`src/rtl/uart_display_scheduler.sv`:
```
// ---------------------------------------------------------------------------
// uart_display_scheduler
// Turns the uart_rx byte stream into a right-aligned 4-digit frame and scans
// it onto the Basys3 seven-segment anodes one digit at a time.
//
// Ports:
//   clk        in   system clock (100 MHz)
//   rst_n      in   asynchronous active-low reset
//   rx_data    in   [7:0] received byte
//   rx_valid   in   one-cycle strobe qualifying rx_data
//   err_clr    in   clears err_sticky (an error event in the same cycle wins)
//   nibble     out  [3:0] digit value for the scanned position
//   blank      out  1 = scanned position has no digit, segments off
//   an         out  [3:0] active-low anodes, at most one low
//   commit     out  one-cycle pulse after a frame is committed
//   err_sticky out  set on an unrecognised byte or a frame timeout
//   stg_cnt    out  [2:0] number of staged digits, 0..4
// ---------------------------------------------------------------------------
module uart_display_scheduler #(
   parameter int CLKS_PER_DIGIT = 100000,
   parameter int TIMEOUT_CLKS   = 100000000
) (
   input  logic       clk,
   input  logic       rst_n,
   input  logic [7:0] rx_data,
   input  logic       rx_valid,
   input  logic       err_clr,
   output logic [3:0] nibble,
   output logic       blank,
   output logic [3:0] an,
   output logic       commit,
   output logic       err_sticky,
   output logic [2:0] stg_cnt
);

   localparam int SW = (CLKS_PER_DIGIT > 1) ? $clog2(CLKS_PER_DIGIT) : 1;
   localparam int TW = (TIMEOUT_CLKS > 1) ? $clog2(TIMEOUT_CLKS) : 1;
   localparam logic [SW-1:0] SCAN_LAST = SW'(CLKS_PER_DIGIT - 1);
   localparam logic [TW-1:0] TO_LAST   = TW'(TIMEOUT_CLKS - 1);

   typedef enum logic [0:0] {
      ST_IDLE    = 1'b0,
      ST_COLLECT = 1'b1
   } state_t;

   state_t          state_q, state_d;
   logic [3:0][3:0] stg_q, stg_d;
   logic [3:0][3:0] disp_q, disp_d;
   logic [3:0]      vld_q, vld_d;
   logic [2:0]      stg_cnt_q, stg_cnt_d;
   logic [TW-1:0]   to_cnt_q, to_cnt_d;
   logic [SW-1:0]   scan_cnt_q, scan_cnt_d;
   logic [1:0]      idx_q, idx_d;
   logic [3:0]      nibble_q, nibble_d;
   logic            blank_q, blank_d;
   logic [3:0]      an_q, an_d;
   logic            commit_q, commit_d;
   logic            err_q, err_d;
   logic            err_set_s;
   logic            is_digit_s, is_eol_s, is_clr_s;
   logic [3:0]      commit_mask_s;

   // Byte classification; both ASCII digits and raw 0..9 values count as digits.
   always_comb begin
      is_digit_s = ((rx_data[7:4] == 4'h3) || (rx_data[7:4] == 4'h0)) &&
                   (rx_data[3:0] <= 4'h9);
      is_eol_s   = (rx_data == 8'h0D) || (rx_data == 8'h0A);
      is_clr_s   = (rx_data == 8'h43) || (rx_data == 8'h63);
      case (stg_cnt_q)
         3'd1:    commit_mask_s = 4'b0001;
         3'd2:    commit_mask_s = 4'b0011;
         3'd3:    commit_mask_s = 4'b0111;
         3'd4:    commit_mask_s = 4'b1111;
         default: commit_mask_s = 4'b0000;
      endcase
   end

   // Parser FSM next state: staging, display commit, timeout and error flag.
   always_comb begin
      stg_d     = stg_q;
      stg_cnt_d = stg_cnt_q;
      disp_d    = disp_q;
      vld_d     = vld_q;
      to_cnt_d  = to_cnt_q;
      commit_d  = 1'b0;
      err_set_s = 1'b0;
      if (rx_valid) begin
         // A byte always restarts the idle timer, even on the expiry cycle.
         to_cnt_d = {TW{1'b0}};
         if (is_digit_s) begin
            stg_d = {stg_q[2:0], rx_data[3:0]};
            if (stg_cnt_q < 3'd4) begin
               stg_cnt_d = stg_cnt_q + 3'd1;
            end else begin
               stg_cnt_d = 3'd4;
            end
         end else if (is_eol_s) begin
            // An empty commit is dropped so CR LF does not blank the display.
            if (stg_cnt_q != 3'd0) begin
               disp_d    = stg_q;
               vld_d     = commit_mask_s;
               stg_d     = 16'h0000;
               stg_cnt_d = 3'd0;
               commit_d  = 1'b1;
            end else begin
               commit_d  = 1'b0;
            end
         end else if (is_clr_s) begin
            stg_d     = 16'h0000;
            stg_cnt_d = 3'd0;
            vld_d     = 4'b0000;
         end else begin
            err_set_s = 1'b1;
         end
      end else begin
         case (state_q)
            ST_IDLE: begin
               to_cnt_d = {TW{1'b0}};
            end
            ST_COLLECT: begin
               if (to_cnt_q == TO_LAST) begin
                  stg_d     = 16'h0000;
                  stg_cnt_d = 3'd0;
                  to_cnt_d  = {TW{1'b0}};
                  err_set_s = 1'b1;
               end else begin
                  to_cnt_d  = to_cnt_q + {{(TW-1){1'b0}}, 1'b1};
               end
            end
            default: begin
               to_cnt_d = {TW{1'b0}};
            end
         endcase
      end

      if (stg_cnt_d == 3'd0) begin
         state_d = ST_IDLE;
      end else begin
         state_d = ST_COLLECT;
      end

      if (err_set_s) begin
         err_d = 1'b1;
      end else if (err_clr) begin
         err_d = 1'b0;
      end else begin
         err_d = err_q;
      end
   end

   // Scan timing and registered anode/nibble/blank for the current position.
   always_comb begin
      if (scan_cnt_q == SCAN_LAST) begin
         scan_cnt_d = {SW{1'b0}};
         idx_d      = idx_q + 2'd1;
      end else begin
         scan_cnt_d = scan_cnt_q + {{(SW-1){1'b0}}, 1'b1};
         idx_d      = idx_q;
      end
      if (vld_q[idx_q]) begin
         an_d     = ~(4'b0001 << idx_q);
         nibble_d = disp_q[idx_q];
         blank_d  = 1'b0;
      end else begin
         an_d     = 4'b1111;
         nibble_d = nibble_q;
         blank_d  = 1'b1;
      end
   end

   // State register for parser, display buffer, scanner and outputs.
   always_ff @(posedge clk or negedge rst_n) begin
      if (!rst_n) begin
         state_q    <= ST_IDLE;
         stg_q      <= 16'h0000;
         stg_cnt_q  <= 3'd0;
         disp_q     <= 16'h0000;
         vld_q      <= 4'b0000;
         to_cnt_q   <= {TW{1'b0}};
         scan_cnt_q <= {SW{1'b0}};
         idx_q      <= 2'd0;
         nibble_q   <= 4'h0;
         blank_q    <= 1'b1;
         an_q       <= 4'b1111;
         commit_q   <= 1'b0;
         err_q      <= 1'b0;
      end else begin
         state_q    <= state_d;
         stg_q      <= stg_d;
         stg_cnt_q  <= stg_cnt_d;
         disp_q     <= disp_d;
         vld_q      <= vld_d;
         to_cnt_q   <= to_cnt_d;
         scan_cnt_q <= scan_cnt_d;
         idx_q      <= idx_d;
         nibble_q   <= nibble_d;
         blank_q    <= blank_d;
         an_q       <= an_d;
         commit_q   <= commit_d;
         err_q      <= err_d;
      end
   end

   assign nibble     = nibble_q;
   assign blank      = blank_q;
   assign an         = an_q;
   assign commit     = commit_q;
   assign err_sticky = err_q;
   assign stg_cnt    = stg_cnt_q;

endmodule

```
`config.mk`:
```
export PLATFORM = sky130hd
export DESIGN_NAME = uart_display_scheduler
export DESIGN_NICKNAME = d
export VERILOG_FILES = /design/src/rtl/uart_display_scheduler.sv
export SDC_FILE = /design/constraint.sdc
export NUM_CORES = 1
export LEC_CHECK = 0
export BUFFER_PORTS_ARGS = -buffer_cell sky130_fd_sc_hd__buf_2
export CAP_MARGIN = 5
export CORE_MARGIN = 5
export CORE_UTILIZATION = 65
export DETAILED_ROUTE_END_ITERATION = 10
export GPL_TIMING_DRIVEN = 0
export PLACE_DENSITY = 0.84
export SYNTH_ARGS = -nofsm -noshare
export SYNTH_HDL_FRONTEND = slang
export SYNTH_SLANG_ARGS = --single-unit
```
`constraint.sdc`:
```
create_clock -name clk -period 4.25 [get_ports clk]
set_input_delay 0.85 -clock clk [delete_from_list [all_inputs] [get_ports clk]]
set_output_delay 0.85 -clock clk [all_outputs]
set_load 0.02 [all_outputs]
```
# Yosys cells after proc, flatten, opt, wreduce, memory -nomap -nowiden

Index checks and enable logic that the tools add are counted.

Register bits: 97
Word-level logic and storage cells: 100
Input bits: 12

Add/sub/neg operators: 4
Reductions and logical operators: 14
Mux-type cells: 42
Bitwise logic cells: 3
Magnitude comparators: 3
Shift-type cells: 1
Eq/ne operators: 14

Operator list:

| operator                                               | count |
|---|---|
| 2-to-1 mux 16 bit                                      | 7 |
| 2-to-1 mux 27 bit                                      | 2 |
| case mux 27 bit (2 select lines)                       | 1 |
| adder 27 x 1 -> 27 bit (second input constant)         | 1 |
| equality test 27 bit (second input constant)           | 1 |
| 2-to-1 mux 3 bit                                       | 8 |
| 2-to-1 mux 4 bit                                       | 5 |
| adder 17 x 1 -> 17 bit (second input constant)         | 1 |
| equality test 17 bit (second input constant)           | 1 |
| 2-to-1 mux 17 bit                                      | 1 |
| equality test 8 x 4 -> 1 bit (second input constant)   | 2 |
| equality test 8 x 7 -> 1 bit (second input constant)   | 2 |
| case mux 4 bit (4 select lines)                        | 1 |
| 2-to-1 mux 1 bit                                       | 15 |
| AND reduction 4 bit                                    | 3 |
| binary-select mux 4 bit (select 2 bit)                 | 1 |
| nonzero test 2 bit                                     | 4 |
| equality test 3 x 2 -> 1 bit (second input constant)   | 2 |
| equality test 4 x 2 -> 1 bit (second input constant)   | 1 |
| less-or-equal comparator 4 bit (second input constant) | 1 |
| logical NOT 4 bit                                      | 1 |
| inequality test 4 x 1 -> 1 bit (second input constant) | 1 |
| inequality test 4 x 3 -> 1 bit (second input constant) | 1 |
| NOT 4 bit                                              | 1 |
| 14 further kinds                                       | 17 |

# Longest topological paths before layout

Gate-level depths: netlist of run 1.

Depth in word-level cells: 8
Mapped depth: 8
Depth with buffers taken out: 7

# Least setup slack after synthesis of run 1

No wires, ideal clock.

Path type: input to register
Start point: in rx_data[0]
End point: reg disp_q[0] in the netlist's numbering
Buffers on the path: 1
Data arrival time: 2134 ps
Stages: 5
Path slack: 1991 ps
Cells stage by stage: nor3b_2 -> o2111ai_4 -> nor3_4 -> buf_6 -> mux2_2

Word-level cells in the longest chain between the ends: 4

Ends and longest elaborated chain:

| element                                  | line | RTL |
|---|---|---|
| start: declaration                       | 25   | `input logic [7:0] rx_data,` |
| less-or-equal comparator 4 bit           | 66   | `(rx_data[3:0] <= 4'h9);` |
| logical AND 1 bit                        | 65   | `is_digit_s = ((rx_data[7:4] == 4'h3) \|\| (rx_data[7:4] == 4'h0)) &&` |
| NOT 1 bit (no source line)               | n/a  |  |
| AND reduction 4 bit (no source line) (*) | n/a  |  |
| end signal: assignment                   | 191  | `disp_q <= disp_d;` |
| end: declaration                         | 48   | `logic [3:0][3:0] disp_q, disp_d;` |

Mark *: on every way between the ends. The rest lies on a longest branch, timed or not.
A chain may end at the register's enable or synchronous reset.

# Worst setup path after layout of run 1

Start point: in rx_data[0]
End point: reg disp_q[6] in the netlist's numbering

Same word-level chain as after synthesis.

==> results of run 1 <==
sequential cells by signal, summed over array words and instances (netlist names):
signal / cells
an: 4
blank: 1
commit: 1
disp_q: 16
err_sticky: 1
idx_q: 2
nibble: 4
scan_cnt_q: 17
state_q: 1
stg_cnt: 3
stg_q: 16
to_cnt_q: 27
vld_q: 4
per-stage QoR:
stage          power, mW  util, %  setup WS [ns]
4_1_cts             1.68     72.9           1.99
5_1_grt             1.73     72.9           1.88
3_5_place_dp        1.03     69.6           1.63
2_1_floorplan      0.985        -           1.99
3_3_place_gp        1.02     69.1           1.47
6_report            1.66     72.9           2.00
Yosys cell counts, types with 3 or more instances:
library cell / count / area share, %
a21oi_1: 5 / 0.57
a22o_1: 17 / 3.4
and3_1: 7 / 1.0
and4_1: 3 / 0.60
buf_2: 4 / 0.46
dfrtp_1: 92 / 52
dfstp_2: 5 / 3.0
ha_1: 10 / 2.8
inv_1: 13 / 1.1
mux2_2: 21 / 5.4
mux4_2: 5 / 2.6
nand2_1: 34 / 2.9
nand3_1: 19 / 2.2
nand4_1: 8 / 1.1
nor2_1: 45 / 3.8
nor3_1: 8 / 0.91
nor4_1: 3 / 0.43
o21ai_0: 8 / 0.91
or3_1: 5 / 0.71
xnor2_1: 24 / 4.8
xor2_1: 14 / 2.8
final cells by class:
class                   instances  area, um2
fillers                       435       1810
clock inverters                 4       77.6
multi-input cells             258       1850
well taps                      80        100
repair buffers                 26        155
clock buffers                  12        145
flip-flops and latches         97       2430
inverters                      13       48.8
plain buffers                   9       57.6
logic make-up (layout without fill, tap and decap cells):
logic type / Yosys count / after routing / synth area share, %
AOI/OAI and AO/OA: 38 / 38 / 6.86
muxes: 27 / 27 / 8.17
DFF: 97 / 97 / 55.4
and+or+nand+nor: 145 / 145 / 16.7
adders and majority gates: 10 / 10 / 2.85
buffers and inverters: 22 / 64 / 2.42
xor gates and xnor gates: 38 / 38 / 7.57
per-layer routing:
layer | vias up | part of all wire [%]
met5 | - | 0
met2 | 47 | 52
met3 | 8 | 2.7
li1 | 1391 | -
met1 | 1477 | 44
met4 | 0 | 1.1
worst max-delay path by stage:
| stage | startpoint | end | slack (ns) | depth (start not counted) |
|---|---|---|---|---|
| after floorplan | rx_data[0] | disp_q[0]$_DFFE_PN0P_ | 1.99 | 5 |
| after global placement | rst_n | to_cnt_q[5]$_DFF_PN0_ | 1.47 | 1 |
| after detailed placement | rx_data[0] | disp_q[3]$_DFFE_PN0P_ | 1.63 | 6 |
| after CTS | rx_data[0] | disp_q[6]$_DFFE_PN0P_ | 1.99 | 6 |
| after global routing | to_cnt_q[0]$_DFF_PN0_ | to_cnt_q[23]$_DFF_PN0_ | 1.88 | 7 |
| final | rx_data[0] | disp_q[6]$_DFFE_PN0P_ | 2.00 | 6 |
where the power goes:
part / total, mW / internal, mW / leakage, nW / switching, mW
registers: 0.937 / 0.929 / 1.32 / 0.00727
clock network: 0.656 / 0.351 / 0.111 / 0.304
logic: 0.0702 / 0.0221 / 0.788 / 0.0481
==> summary.md, run 1 <==
| Metric | Value |
|---|---|
| Outcome | complete, no violations |
| Maximum clock rate | 0.444 GHz |
| Placeable Area | ~6700 um2 |
| CP required | 4.49 ns |
| CP delay by family, top | simple AND/OR/NAND/NOR gates |
| Area grow syn2layout | 10.9% |
| Initial cell density of the core | 65.8% |
| Critical Path Source Type | primary input |
| GR Util met3 | between 3 and 4% |
| Placed cell areas | between 4000 and 5000 um2 |
| Post-route cell area | between 4000 and 5000 um2 |
| Final Hold Vio Count | 0 |
| RSZ-0062 raised after global routing | no |
| CTS tree | done |
| WL final | 7950 um |
| Clock buffer depth | 2 |
| PortBufs | 25 |
| Commonest non-fill, non-tap cell in the layout | dfrtp_1 |
| GPL Wtd Cong | just over 0.8 |
| Vias post-DR | between 2,000 and 3,000 |
| Largest net degree at the start of global routing | 71 |
| Nets@finish | approximately 440 |
| Die area | 8500 um2 |
| Setup TNS Final | 0 ns |
| Root Driver | clkbuf_8 |
| CTS Buf Count | 9 |
| Worst-margin pin slew | between 0.5 and 0.6 ns |
| Post-CTS Hold Fix Bufs | 0 |
| Peak VDD IR | about 260 uV |
| Sequential fraction of the synthesis area | a little under three fifths |
| Max cap viols | 0 |
| EDFF count, synth | 0 |
| Share of cells above drive strength 1 | about a fifth |
| Final setup fails | 0 |
| Crit. End Element | register |
| Syn Std Cell Area | approximately 4400 um2 |
| Post-route DRC violation count | 0 |
| Synth warn | 0 |
| Antenna-violating nets left | 0 |
| Avg Vias per Cell | between 5 and 6 |
| GRT overflow | 0 |
| Worst hold-check path type | in -> async |
| Worst Skew | roughly 0.012 ns |
| First-pass GRT wire length | approximately 14,000 um |
| Rel. slew slack | 63.6% |
| Met2 GRT Util | 35.6% |
| WS Path Type | in -> reg |
| 1st-pass router iterations | 4 |
| I/O pin total | 26 |
| Final Max Tran Viols | 0 |
| Antenna cells | 0 |
| Async SR Flop Fraction | 100% |
| Rows | 30 |
| Mapped Cells | about 380 |
| Number of clock sinks | 97 |
| LEAKAGE | roughly 2.2 nW |
| Initial antenna violation count | 0 |
| R2R Path End | to_cnt_q[23]$_DFF_PN0_ |
| Max stage delay on crit path | ~0.48 ns |
| Crit path max fanout | 10 |
| Die W | between 90 and 100 um |
| Htree depth | 3 |
| Syn_area_per_cell | roughly 12 um2 |
| Avg WL per Cell | approximately 16 um |
| Placed Instances | between 400 and 500 |
| Drt initial violations | around 180 |
| Bufs and invs on worst path | 2 |
| Number of gates resized after cts | 0 |
| GR peak layer | met2 |
| R2R cell count | 7 |
| Synth cell types | between 40 and 50 |
| Clock slew at reported path FFs | 0.09 ns |
| Die Ht | ~92 um |
| Worst endpoint data arrival time | 2.49 ns |
| Flops & latches, synth | between 90 and 100 |
| Vias in the first global route | around 2,900 |
| HPWL Detailed | roughly 5500 um |
| Worst-path cell chain | buf_2, nor3b_2, o2111ai_4, nor3_4, buf_6, mux2_2 |
| Slowest stage cell, crit path | nor3_4 |
| R2R Setup Slk | between 2 and 2.5 ns |
| Setup Buffers After CTS | 0 |
| Net Count, Synth | ~400 |
| Fin crit share | a little over half |
| Pwr dens | about 340 nW/um2 |
| Reg-to-reg critical path startpoint | to_cnt_q[0]$_DFF_PN0_ |
| Hold WS | 0.399 ns |
| Filler-free cell count of the finished design | about 500 |
| Post-synth top flop | dfrtp_1 |
| Most frequent cells in the layout | 92 x dfrtp_1, 45 x nor2_1, 34 x nand2_1 |
| Post-layout min period | between 2 and 2.5 ns |
| Clk_lat worst skew | 0.36 ns |
| Met1 usage | between 20% and 30% |
| Total track usage | approximately 21% |
Note: power is estimated with default switching activity, not from simulation.
==> run 2, diff against run 1 <==
--- a/config.mk
+++ b/config.mk
@@ -5,13 +5,14 @@
 export SDC_FILE = /design/constraint.sdc
 export NUM_CORES = 1
 export LEC_CHECK = 0
+export ABC_AREA = 1
 export BUFFER_PORTS_ARGS = -buffer_cell sky130_fd_sc_hd__buf_2
 export CAP_MARGIN = 5
 export CORE_MARGIN = 5
-export CORE_UTILIZATION = 65
+export CORE_UTILIZATION = 61
 export DETAILED_ROUTE_END_ITERATION = 10
 export GPL_TIMING_DRIVEN = 0
-export PLACE_DENSITY = 0.84
+export PLACE_DENSITY = 0.8
 export SYNTH_ARGS = -nofsm -noshare
 export SYNTH_HDL_FRONTEND = slang
 export SYNTH_SLANG_ARGS = --single-unit
==> constraint.sdc (replaced) <==
create_clock -name clk -period 2.1 [get_ports clk]
set_input_delay 0.42 -clock clk [delete_from_list [all_inputs] [get_ports clk]]
set_output_delay 0.42 -clock clk [all_outputs]
set_load 0.02 [all_outputs]
==> summary.md, run 2 <==
| Metric | Value |
|---|---|
| Post-CTS Hold Fix Bufs | 0 |
| Total power | ~3.7 mW |
| Max stage delay on crit path | 0.45 ns |
| Placed Instances | 718 |
| Clock slew at reported path FFs | about 0.10 ns |
| Share of the synthesized area in the top cell type | 47.4% |
| Area grow syn2layout | 10.3% |
| Final Hold Vio Count | 0 |
| Flops & latches, synth | 97 |
| Worst-margin pin slew | around 0.5 ns |
| Number of gates resized after cts | 0 |
| Internal cell power | about 2.6 mW |
| Slowest stage cell, crit path | dfrtp_1 |
| Crit. End Element | register |
| Worst endpoint data arrival time | around 2.1 ns |
| R2R Setup Slk | around 0.21 ns |
| Regs by FF count | to_cnt_q: 27 flops, scan_cnt_q: 17 flops |
| Outcome | complete, no violations |
| Sw frac | approximately 28% |
| Filler-free cell count of the finished design | approximately 730 |
| WS Path Type | reg -> reg |
| Commonest non-fill, non-tap cell in the layout | nand2_1 |
| Worst Skew | approximately 0.013 ns |
| Worst hold-check path type | in -> async |
| Final setup fails | 0 |
| Die W | just under 100 um |
| PortBufs | 25 |
| Antenna cells | 0 |
| Drt initial violations | 161 |
| Peak VDD IR | 369 uV |
| R2R cell count | 8 |
| Reg with most FFs | to_cnt_q |
| Setup WS post-layout | approximately 0.21 ns |
| CTS tree | done |
| Ranking of synthesized cells by area | dfrtp_1 47%, nand2_1 13%, inv_1 5.2% |
| Sequential Power Share | a little over half |
| Count leader, synth | nand2_1 |
| Clock power share | between 30% and 40% |
| Fin crit share | 89.8% |
| P_sw | ~1.0 mW |
| Synth cell types | 37 |
| Initial cell density of the core | a little over three fifths |
| Syn_area_per_cell | 8.23 um2 |
| Clock buffer depth | 2 |
| Area leader, netlist | dfrtp_1 |
| Maximum clock rate | around 0.53 GHz |
| Root Driver | clkbuf_8 |
| Sequential fraction of the synthesis area | 50.1% |
| Avg WL per Cell | roughly 13 um |
| GRT overflow | 0 |
| Top post-synthesis cells by count | 172 x nand2_1, 92 x dfrtp_1, 67 x inv_1 |
| Synth warn | 0 |
| I/O pin total | 26 |
| R2R Path End | vld_q[0]$_DFFE_PN0P_ |
| Die area | between 9000 and 10,000 um2 |
| Setup Buffers After CTS | 0 |
| RSZ-0062 raised after global routing | no |
| Rows | 32 |
| EDFF count, synth | 0 |
| Vias post-DR | 3,852 |
| Nets@finish | approximately 650 |
| LEAKAGE | between 2 and 3 nW |
| Net Count, Synth | between 600 and 700 |
| WL final | approximately 9400 um |
| Hold WS | between 0.015 and 0.02 ns |
| Die Ht | 99.2 um |
| Post-route DRC violation count | 0 |
| Vias in the first global route | 3,722 |
| Avg Vias per Cell | 5.25 |
| Syn Std Cell Area | a little under 5000 um2 |
| Rel. slew slack | between 60% and 70% |
| Final Max Tran Viols | 0 |
| Placeable Area | 7730 um2 |
| CP required | 2.35 ns |
| Number of flip-flops under the largest register name | 27 |
| Number of clock sinks | 97 |
| Post-layout min period | ~1.9 ns |
| Logic gate share of total power | 9.8% |
| Reg-to-reg critical path startpoint | stg_cnt[0]$_DFF_PN0_ |
| Antenna-violating nets left | 0 |
| GPL Wtd Cong | around 0.92 |
| Clk_lat worst skew | approximately 0.37 ns |
| Pre-CTS setup slack | approximately 0.27 ns |
| 1st-pass router iterations | 5 |
| Crit path max fanout | 6 |
| CTS Buf Count | 9 |
| Post-route cell area | between 5000 and 6000 um2 |
| Placed cell areas | 5140 um2 |
| HPWL Detailed | 6990 um |
| Worst-path cell chain | inv_1, ha_1, nand2_1, nand3_1, a21oi_1, inv_1, nand2_1, nand3_1 |
| Setup TNS Final | 0 ns |
| Mapped Cells | approximately 600 |
| Largest net degree at the start of global routing | 60 |
| Total track usage | 20.9% |
| Max cap viols | 0 |
| Post-synth top flop | dfrtp_1 |
| Htree depth | 3 |
| Async SR Flop Fraction | between 90% and 100% |
| Pwr dens | slightly below 700 nW/um2 |
| Share of cells above drive strength 1 | 14.7% |
| Post-layout util | about 70% |
| First-pass GRT wire length | around 17,000 um |
| Critical Path Source Type | register |
| Initial antenna violation count | 0 |
| Most frequent cells in the layout | 172 x nand2_1, 92 x dfrtp_1, 67 x inv_1 |
==> run 2: cell count changes after synthesis, moves of 9 or more <==
cell / before / now
a21oi_1: 5 / 14
inv_1: 13 / 67
nand2_2: 0 / 10
xnor2_1: 24 / 5
a22o_1: 17 / 0
nor2_1: 45 / 65
mux2_2: 21 / 0
o21ai_0: 8 / 19
nand2_1: 34 / 172
nand3_1: 19 / 31
==> run 2: cell families (layout without fill, tap and decap cells) <==
logic type | count (synthesis) | after routing | share of synthesized area, %
simple gates | 334 | 334 | 31.4
flops | 97 | 97 | 50.1
buf+inv | 81 | 123 | 7.06
xor+xnor | 17 | 17 | 3.07
fa+ha+maj | 10 | 10 | 2.58
compound gates | 51 | 51 | 5.80
==> run 2: routing by layer <==
layer	track usage, %	share of wire (%)	up-vias
met5	0	0	-
met4	4.73	1.1	0
met3	4.70	5.0	11
met2	32.6	46	98
met1	29.9	48	1793
li1	-	-	1950
==> run 2: final cells by class <==
| cell class | instances | area [um2] |
|---|---|---|
| buffer | 11 | 80.1 |
| inverter | 70 | 263 |
| timing repair buffer | 26 | 155 |
| tap | 102 | 128 |
| clock buffer | 9 | 124 |
| clock inverter | 7 | 95.1 |
| sequential | 97 | 2430 |
| fill | 621 | 2370 |
| multi-input combinational | 412 | 2080 |
==> run 2: worst max-delay path by stage <==
stage	startpoint	endpoint	slack (ns)
2_1_floorplan	stg_cnt[0]$_DFF_PN0_	vld_q[0]$_DFFE_PN0P_	0.42
3_5_place_dp	stg_cnt[0]$_DFF_PN0_	vld_q[0]$_DFFE_PN0P_	0.27
6_report	stg_cnt[0]$_DFF_PN0_	vld_q[0]$_DFFE_PN0P_	0.21
5_1_grt	stg_cnt[0]$_DFF_PN0_	vld_q[0]$_DFFE_PN0P_	0.06
4_1_cts	stg_cnt[0]$_DFF_PN0_	vld_q[0]$_DFFE_PN0P_	0.24
3_3_place_gp	rst_n	stg_q[9]$_DFFE_PN0P_	-0.32
==> run 2: power groups by stage <==
stage               combinational (mW)  sequential [mW]  clock [mW]
global route                     0.413             2.00        1.44
global placement                 0.342             2.02           0
floorplan                        0.198             2.04           0
CTS                              0.363             1.99        1.33
finish                           0.358             1.99        1.32
detailed placement               0.360             2.02           0
==> run 2: worst max-delay path: cells and delay by family, from the launching register on <==
family / cells / cell delay (ns)
and+or+nand+nor: 4 / 0.44
DFF: 1 / 0.45
buffers and inverters: 2 / 0.22
adders and majority gates: 1 / 0.22
AOI/OAI and AO/OA: 1 / 0.44
==> run 3, diff against run 2 <==
--- a/config.mk
+++ b/config.mk
@@ -11,7 +11,7 @@
 export CORE_MARGIN = 5
 export CORE_UTILIZATION = 61
 export DETAILED_ROUTE_END_ITERATION = 10
-export GPL_TIMING_DRIVEN = 0
+export GPL_TIMING_DRIVEN = 1
 export PLACE_DENSITY = 0.8
 export SYNTH_ARGS = -nofsm -noshare
 export SYNTH_HDL_FRONTEND = slang
==> summary.md, run 3 (same netlist as run 2, synthesis figures left out) <==
| Metric | Value |
|---|---|
| Root Driver | clkbuf_8 |
| GRT overflow | 0 |
| WS Path Type | reg -> reg |
| Number of flip-flops under the largest register name | 27 |
| I/O pin total | 26 |
| Clock buffer depth | 2 |
| Avg Vias per Cell | approximately 5.3 |
| CTS tree | done |
| 1st-pass router iterations | 5 |
| Reg with most FFs | to_cnt_q |
| CP required | approximately 2.3 ns |
| Rows | 32 |
| Clk_lat worst skew | 0.37 ns |
| Antenna-violating nets left | 0 |
| Outcome | complete, no violations |
| LEAKAGE | between 2 and 3 nW |
| Placeable Area | around 7700 um2 |
| Reg-to-reg critical path startpoint | stg_cnt[0]$_DFF_PN0_ |
| Slowest stage cell, crit path | dfrtp_1 |
| RSZ-0062 raised after global routing | no |
| Post-layout min period | between 1.5 and 2 ns |
| Setup Buffers After CTS | 0 |
| Drt initial violations | roughly 200 |
| Vias post-DR | 3,830 |
| Initial cell density of the core | 62.9% |
| Crit. End Element | register |
| Share of cells above drive strength 1 | between 10% and 20% |
| Largest net degree at the start of global routing | slightly above 40 |
| Total track usage | roughly 20% |
| Pwr dens | 659 nW/um2 |
| Worst-margin pin slew | between 0.5 and 0.6 ns |
| Area grow syn2layout | 8.68% |
| CP startpoint | stg_cnt[0]$_DFF_PN0_ |
| Nets@finish | 643 |
| Peak VDD IR | between 300 and 400 uV |
| Regs by FF count | to_cnt_q: 27 flops, scan_cnt_q: 17 flops |
| Number of gates resized after cts | 0 |
| Post-route DRC violation count | 0 |
| Clock slew at reported path FFs | ~0.10 ns |
| Final Max Tran Viols | 0 |
| GPL Wtd Cong | 0.907 |
| Fin crit share | 88.4% |
| Initial antenna violation count | 0 |
| Worst-path cell chain | inv_1, ha_1, nand2_1, nand3_1, a21oi_1, inv_1, nand2_1, nand3_1 |
| Most frequent cells in the layout | 172 x nand2_1, 92 x dfrtp_1, 67 x inv_1 |
| Commonest non-fill, non-tap cell in the layout | nand2_1 |
| Die Ht | around 99 um |
| Final Hold Vio Count | 0 |
| Die W | around 100 um |
| Max cap viols | 0 |
| Max stage delay on crit path | 0.45 ns |
| Crit path max fanout | 6 |
| Antenna cells | 0 |
| CTS Buf Count | 9 |
| Avg WL per Cell | around 13 um |
| HPWL Detailed | approximately 6800 um |
| Setup TNS Final | 0 ns |
| Worst hold-check path type | in -> async |
| Htree depth | 3 |
| Maximum clock rate | 0.539 GHz |
| WL final | 9330 um |
| Vias in the first global route | roughly 3,800 |
| Number of clock sinks | 97 |
| Final setup fails | 0 |
| Die area | between 9000 and 10,000 um2 |
| PortBufs | 25 |
| Worst Skew | around 0.020 ns |
| Worst endpoint data arrival time | ~2.1 ns |
| Critical Path Source Type | register |
| Post-CTS Hold Fix Bufs | 0 |
| First-pass GRT wire length | 16,600 um |
| Total power | ~3.5 mW |
| Rel. slew slack | about two thirds |
==> run 3: final cells by class <==
class	count	area, um2
multi-input cells	412	2080
flip-flops and latches	97	2430
clock buffers	9	124
fillers	621	2450
repair buffers	31	185
well taps	102	128
clock inverters	7	65.1
inverters	70	263
==> run 3: critical path, delay by kind of cell, from the launching register on <==
kind / cells / cell delay [ns]
AO/OA/AOI/OAI: 1 / 0.40
adder cells (fa/ha/maj): 1 / 0.23
buffers and inverters: 2 / 0.24
flip-flops: 1 / 0.45
AND/OR/NAND/NOR: 4 / 0.42
==> run 3: layer usage <==
metal	wire [um]	vias to the layer above	GRT usage, %
met1	4390	1812	28.1
met5	0	-	0
met3	361	13	3.86
li1	-	1929	-
met4	151	0	5.99
met2	4430	76	32.4
==> run 3: power breakdown <==
part | total [mW] | switching, mW | internal [mW]
Clock | 1.15 | 0.696 | 0.453
Combinational | 0.344 | 0.240 | 0.104
Sequential | 1.99 | 0.0486 | 1.94
==> run 3: worst paths after layout <==
kind / cells after the start / end / slack, ns
setup / recovery: 8 / vld_q[0]$_DFFE_PN0P_ / 0.24
hold / removal: 1 / to_cnt_q[7]$_DFF_PN0_ / 0.01
hold reg to reg: 1 / to_cnt_q[0]$_DFF_PN0_ / 0.46
max in group asynchronous: 2 / an[1]$_DFF_PN1_ / 1.46
setup reg to reg: 8 / vld_q[0]$_DFFE_PN0P_ / 0.24
min in group clk: 2 / err_sticky$_DFFE_PN0P_ / 0.26
==> run 3: through the flow <==
stage          utilization (%)  cells  setup slack [ns]  instance area (um2)  hold slack [ns]
2_1_floorplan                -    590             0.419                 4860            0.124
3_3_place_gp              65.9    712             0.369                 5090            0.422
3_5_place_dp              65.9    712             0.280                 5090            0.429
4_1_cts                   68.3    728             0.247                 5280           0.0312
5_1_grt                   68.3    728           0.00573                 5280           0.0500
6_report                  68.3    728             0.244                 5280           0.0140
